<file path="src/rtl/add_pkg.sv">
// Shared types for the add request/response service.
// State encoding, default width and the packed {carry, sum} result.
package add_pkg;

  localparam int ADD_WIDTH = 4;
  localparam int ADD_LAT_W = 4;

  typedef enum logic [1:0] {
    IDLE    = 2'd0,
    COMPUTE = 2'd1,
    RESP    = 2'd2
  } add_state_e;

  typedef struct packed {
    logic                 carry;
    logic [ADD_WIDTH-1:0] sum;
  } add_res_t;

endpackage

</file>
<file path="src/rtl/add_responder_if.sv">
// Request/response handshake bundle between an add initiator
// (master) and the add responder (slave).
interface add_responder_if
  import add_pkg::*;
#(
  parameter int WIDTH = ADD_WIDTH
);

  logic             req_valid;
  logic             req_ready;
  logic [WIDTH-1:0] req_a;
  logic [WIDTH-1:0] req_b;
  logic             rsp_valid;
  logic             rsp_ready;
  logic [WIDTH-1:0] rsp_sum;
  logic             rsp_carry;

  modport master (
    output req_valid,
    output req_a,
    output req_b,
    output rsp_ready,
    input  req_ready,
    input  rsp_valid,
    input  rsp_sum,
    input  rsp_carry
  );

  modport slave (
    input  req_valid,
    input  req_a,
    input  req_b,
    input  rsp_ready,
    output req_ready,
    output rsp_valid,
    output rsp_sum,
    output rsp_carry
  );

endinterface

</file>
<file path="src/rtl/add_lat_counter.sv">
// Loadable down-counter with a zero flag; holds at zero.
module add_lat_counter #(
  parameter int W = 4
) (
  input  logic         clk,
  input  logic         rst,
  input  logic         load,
  input  logic [W-1:0] load_val,
  input  logic         dec,
  output logic         zero
);

  logic [W-1:0] cnt_q;

  always_ff @(posedge clk) begin
    if (rst) begin
      cnt_q <= '0;
    end else if (load) begin
      cnt_q <= load_val;
    end else if (dec && cnt_q != '0) begin
      cnt_q <= cnt_q - W'(1);
    end
  end

  assign zero = (cnt_q == '0);

endmodule

</file>
<file path="src/rtl/add_responder.sv">
// Clocked, back-pressurable 4-bit add service (IDLE/COMPUTE/RESP).
// Define ADD_RESPONDER_SAT_EN to saturate the sum on carry-out.
module add_responder
  import add_pkg::*;
#(
  parameter int WIDTH   = ADD_WIDTH,
  parameter int LATENCY = 2,
  parameter int CNT_W   = 8
) (
  input  logic             clk,
  input  logic             rst,
  add_responder_if.slave   bus,
  output logic             busy,
  output logic [CNT_W-1:0] done_cnt
);

  localparam int LAT_W = ADD_LAT_W;

  add_state_e       state_q;
  add_state_e       state_d;
  logic [WIDTH-1:0] a_q;
  logic [WIDTH-1:0] b_q;
  logic [WIDTH:0]   res_q;
  logic [WIDTH:0]   res_d;
  logic [WIDTH:0]   sum_full;
  logic [CNT_W-1:0] done_q;

  logic capture;
  logic cnt_load;
  logic cnt_dec;
  logic cnt_zero;
  logic res_we;
  logic done_inc;

  add_lat_counter #(
    .W (LAT_W)
  ) u_lat (
    .clk      (clk),
    .rst      (rst),
    .load     (cnt_load),
    .load_val (LAT_W'(LATENCY - 1)),
    .dec      (cnt_dec),
    .zero     (cnt_zero)
  );

  always_ff @(posedge clk) begin
    if (rst) begin
      state_q <= IDLE;
    end else begin
      state_q <= state_d;
    end
  end

  always_comb begin
    state_d  = state_q;
    capture  = 1'b0;
    cnt_load = 1'b0;
    cnt_dec  = 1'b0;
    res_we   = 1'b0;
    done_inc = 1'b0;
    unique case (1'b1)
      (state_q == IDLE): begin
        if (bus.req_valid) begin
          capture  = 1'b1;
          cnt_load = 1'b1;
          state_d  = COMPUTE;
        end
      end
      (state_q == COMPUTE): begin
        if (cnt_zero) begin
          res_we  = 1'b1;
          state_d = RESP;
        end else begin
          cnt_dec = 1'b1;
        end
      end
      (state_q == RESP): begin
        if (bus.rsp_ready) begin
          done_inc = 1'b1;
          state_d  = IDLE;
        end
      end
      default: begin
        state_d = IDLE;
      end
    endcase
  end

  assign sum_full = {1'b0, a_q} + {1'b0, b_q};

`ifdef ADD_RESPONDER_SAT_EN
  // Carry still reported so the consumer can tell a clamp from a real 1111.
  assign res_d = sum_full[WIDTH] ? {1'b1, {WIDTH{1'b1}}}
                                 : sum_full;
`else
  assign res_d = sum_full;
`endif

  always_ff @(posedge clk) begin
    if (rst) begin
      a_q    <= '0;
      b_q    <= '0;
      res_q  <= '0;
      done_q <= '0;
    end else begin
      if (capture) begin
        a_q <= bus.req_a;
        b_q <= bus.req_b;
      end
      if (res_we) begin
        res_q <= res_d;
      end
      if (done_inc) begin
        done_q <= done_q + CNT_W'(1);
      end
    end
  end

  assign bus.req_ready = (state_q == IDLE);
  assign bus.rsp_valid = (state_q == RESP);
  assign bus.rsp_sum   = res_q[WIDTH-1:0];
  assign bus.rsp_carry = res_q[WIDTH];
  assign busy          = (state_q != IDLE);
  assign done_cnt      = done_q;

endmodule

</file>
<file path="src/flat_wrapper.sv">
// flat-port wrapper written by rule: the top's interface ports become plain ports
module add_responder_flat import add_pkg::*;
#(
  parameter int WIDTH   = ADD_WIDTH,
  parameter int LATENCY = 2,
  parameter int CNT_W   = 8
)
  (clk, rst, busy, done_cnt, bus_req_valid, bus_req_a, bus_req_b, bus_rsp_ready, bus_req_ready, bus_rsp_valid, bus_rsp_sum, bus_rsp_carry);
  add_responder_if #(.WIDTH(WIDTH)) bus_i ();
  input  logic clk;
  input  logic rst;
  output logic busy;
  output logic [CNT_W-1:0] done_cnt;
  input wire logic [$bits(bus_i.req_valid)-1:0] bus_req_valid;
  input wire logic [$bits(bus_i.req_a)-1:0] bus_req_a;
  input wire logic [$bits(bus_i.req_b)-1:0] bus_req_b;
  input wire logic [$bits(bus_i.rsp_ready)-1:0] bus_rsp_ready;
  output wire logic [$bits(bus_i.req_ready)-1:0] bus_req_ready;
  output wire logic [$bits(bus_i.rsp_valid)-1:0] bus_rsp_valid;
  output wire logic [$bits(bus_i.rsp_sum)-1:0] bus_rsp_sum;
  output wire logic [$bits(bus_i.rsp_carry)-1:0] bus_rsp_carry;
  assign bus_i.req_valid = bus_req_valid;
  assign bus_i.req_a = bus_req_a;
  assign bus_i.req_b = bus_req_b;
  assign bus_i.rsp_ready = bus_rsp_ready;
  assign bus_req_ready = bus_i.req_ready;
  assign bus_rsp_valid = bus_i.rsp_valid;
  assign bus_rsp_sum = bus_i.rsp_sum;
  assign bus_rsp_carry = bus_i.rsp_carry;
  add_responder #(.WIDTH(WIDTH), .LATENCY(LATENCY), .CNT_W(CNT_W)) u_core (.clk(clk), .rst(rst), .bus(bus_i), .busy(busy), .done_cnt(done_cnt));
endmodule
</file>
<file path="config.mk">
export PLATFORM = sky130hd
export DESIGN_NAME = add_responder_flat
export DESIGN_NICKNAME = d
export VERILOG_FILES = /design/src/rtl/add_pkg.sv /design/src/rtl/add_responder_if.sv /design/src/rtl/add_lat_counter.sv /design/src/rtl/add_responder.sv /design/src/flat_wrapper.sv
export SDC_FILE = /design/constraint.sdc
export NUM_CORES = 1
export LEC_CHECK = 0
export ABC_AREA = 1
export ABC_CLOCK_PERIOD_IN_PS = 2300
export BUFFER_PORTS_ARGS = -buffer_cell sky130_fd_sc_hd__buf_2
export CAP_MARGIN = 40
export CORE_MARGIN = 2
export CORE_UTILIZATION = 25
export CTS_BUF_LIST = sky130_fd_sc_hd__clkbuf_8
export DETAILED_ROUTE_END_ITERATION = 8
export PLACE_DENSITY_LB_ADDON = 0.2
export SLEW_MARGIN = 20
export SYNTH_ARGS = -nofsm -noshare
export SYNTH_HDL_FRONTEND = slang
export SYNTH_SLANG_ARGS = --single-unit
</file>
<file path="constraint.sdc">
create_clock -name clk -period 2.3 [get_ports clk]
set_input_delay 0.46 -clock clk [delete_from_list [all_inputs] [get_ports clk]]
set_output_delay 0.46 -clock clk [all_outputs]
set_load 0.005 [all_outputs]
</file>
==> reports/metrics.yaml <==
grt_pass1_vias: 1038
cts.sinks: 27
synth_ff_type: "dfxtp_1"
hold_path_depth: 3
clkLatencyLatePin_ns: 0.27
rr_endpoint: "u_core.res_q[4]$_SDFFE_PP0P_"
leakagePower_nw: 0.755
synth_warnings: 0
num_antenna_cells: 0
finalHoldViolations: 0
cp-end-kind: "output port"
rows: 26
r2r_cells: 6
postSynth.asyncResetShare_pct: 0
crit_arrival_ns: 1.19
portBuffers: 27
nets: 225
syn_inst: 177
ant_nets: 0
regToRegSetupSlack_ns: 0.86
area_delta_synth_final_pct: 19.5
post-route-util_pct: 30.6
ys_types: 24
die_h_um: 76.1
via_per_inst: 4.11
syn_area_um2: 1300
antenna_found_initial: 0
clk_pin_slew_ns: 0.09
totalWireLength_um: 2630
synth_top_area_share_pct: 41.6
drc: 0
cp_data_required_time_ns: 1.84
synth-edff-count: 0
grt_max_degree: 16
drv_cap: 0
vias: 1130
fillers: 579
fmax_ghz: 0.607
power.density_nw_per_um2: 623
cts_resized: 0
drive_above_1_share_pct: 20.5
yosys.area.top_type: "dfxtp_1"
cp-start-kind: "register"
yosysMostFrequentCell: "nor2_1"
clk_path_buf_depth: 2
critical_path_class: "register to output port"
clock_tree.root_cell: "clkbuf_8"
seq_area_frac_synth_pct: 41.6
holdPathEnd: "u_core.a_q[0]$_SDFFE_PP0P_"
tns_ns: 0
multiInputGateArea_um2: 657
drt_iter0_drc: 63
cts_buffers: 3
slew_headroom_pct: 68.9
holdWs_ns: 0.416
overflow: 0
ys_top_cells_by_area: "dfxtp_1 (42%), nor2_1 (11%), nand2_1 (7.8%), ha_1 (5.8%), inv_1 (5.8%)"
synthTopCellsByCount: "nor2_1 (39), dfxtp_1 (27), nand2_1 (27)"
fp.dieArea_um2: 5790
holdBufCountCts: 0
min_period_ns: 1.65
crit_path_max_fanout: 5
final_max_slew_viol_count: 0
dp_hpwl_um: 2050
peakVddDrop_v: 0.000293
setup_viol: 0
postCtsSetupBuffers: 0
seq_area_um2: 541
grt_use_total_pct: 9.65
hp-class: "primary input to register"
worstMarginPinSlew_ns: 0.466
syn_nets: 196
globalplace.congestion: 0.758
fp.dieW_um: 76.1
outcome: "finished, final reports clean"
grt_setup_unrepaired: "no"
syn_area_per_cell_um2: 7.34
reg2reg_from: "u_core.b_q[0]$_SDFFE_PP0P_"
ioPinCount: 28
coreArea_um2: 5070
wire_per_inst_um: 9.56
skew_ns: 0.00209
finalCritPeriodShare_pct: 71.7
yosys_register_bits: 27
holdCritStartpoint: "bus_req_a[0]"
start_util_pct: 25.6
cts_htree_levels: 1
first_pass_iters: 4
tritoncts: "built"
grt_first_pass_wirelength_um: 4590
==> logic make-up after synthesis <==
| logic type | count (synthesis) | share of synthesized area [%] |
|---|---|---|
| AOI/OAI and AO/OA | 24 | 9.63 |
| buffers and inverters | 26 | 7.80 |
| DFF | 27 | 41.6 |
| xor gates and xnor gates | 3 | 2.02 |
| adders and majority gates | 7 | 7.32 |
| and+or+nand+nor | 90 | 31.6 |
==> report_power, final <==
part	internal [W]	switching [W]	leakage, nW
registers	0.000498	0.0000219	0.221
clock network	0.000120	0.000148	0.0269
logic	0.0000713	0.000107	0.508
total	0.000689	0.000277	0.755
==> metrics by stage <==
step	setup slack [ns]	power, W	area (µm²)	cells
6_report	0.652	0.000966	1550	275
5_1_grt	0.534	0.00103	1550	275
2_1_floorplan	0.926	0.000658	1300	177
3_3_place_gp	0.863	0.000714	1510	271
4_1_cts	0.639	0.000987	1550	275
3_5_place_dp	0.865	0.000712	1510	271
==> routing by layer <==
layer | up-vias | routed length [µm] | global-route usage (%)
met5 | - | 0 | 0
met4 | 0 | 19 | 2.18
met3 | 2 | 147 | 3.20
met2 | 28 | 1170 | 15.4
met1 | 481 | 1290 | 12.7
li1 | 619 | - | -
==> state kept, by name, indices dropped and copies added, names as in the netlist <==
name                flops
u_core.res_q            5
u_core.done_cnt         8
u_core.a_q              4
u_core.b_q              4
u_core.state_q          2
u_core.u_lat.cnt_q      4
==> worst max-delay path, stage by stage (launching register included) <==
cell	delay [ns]
dfxtp_1	0.51
inv_1	0.07
nor2_1	0.19
buf_2	0.16
==> worst max path at each step <==
| stage | startpoint | end | depth (start not counted) |
|---|---|---|---|
| finish | u_core.state_q[1]$_SDFFE_PP0P_ | bus_rsp_valid | 3 |
| global route | u_core.state_q[1]$_SDFFE_PP0P_ | bus_rsp_valid | 3 |
| CTS | u_core.state_q[1]$_SDFFE_PP0P_ | bus_rsp_valid | 3 |
| detailed placement | u_core.b_q[0]$_SDFFE_PP0P_ | u_core.res_q[4]$_SDFFE_PP0P_ | 6 |
| global placement | u_core.b_q[0]$_SDFFE_PP0P_ | u_core.res_q[4]$_SDFFE_PP0P_ | 6 |
| floorplan | u_core.b_q[0]$_SDFFE_PP0P_ | u_core.res_q[4]$_SDFFE_PP0P_ | 6 |
==> layout by cell type, fill, tap and decap left out <==
cell and count:
nand4_1 4, nand3_4 1, dfxtp_1 27, clkbuf_8 3, fa_1 1, xor2_1 3
o21ai_1 11, buf_2 27, nor2_4 3, nor2_2 3, nor3_1 1, nand2_1 27
o21ai_0 2, a21oi_1 9, a21boi_1 1, or2_2 1, nor2_1 39, o21a_1 1
inv_1 21, nand3_1 10, nand2_2 1, inv_2 3, ha_1 6
==> cell type report <==
cell class,instances,area share (%)
inverters,23,5.56
flip-flops and latches,27,34.8
multi-input cells,124,42.3
clock inverters,1,0.242
repair buffers,27,8.71
clock buffers,3,2.66
well taps,70,5.65
No activity file was read; power rests on OpenSTA's default activity.
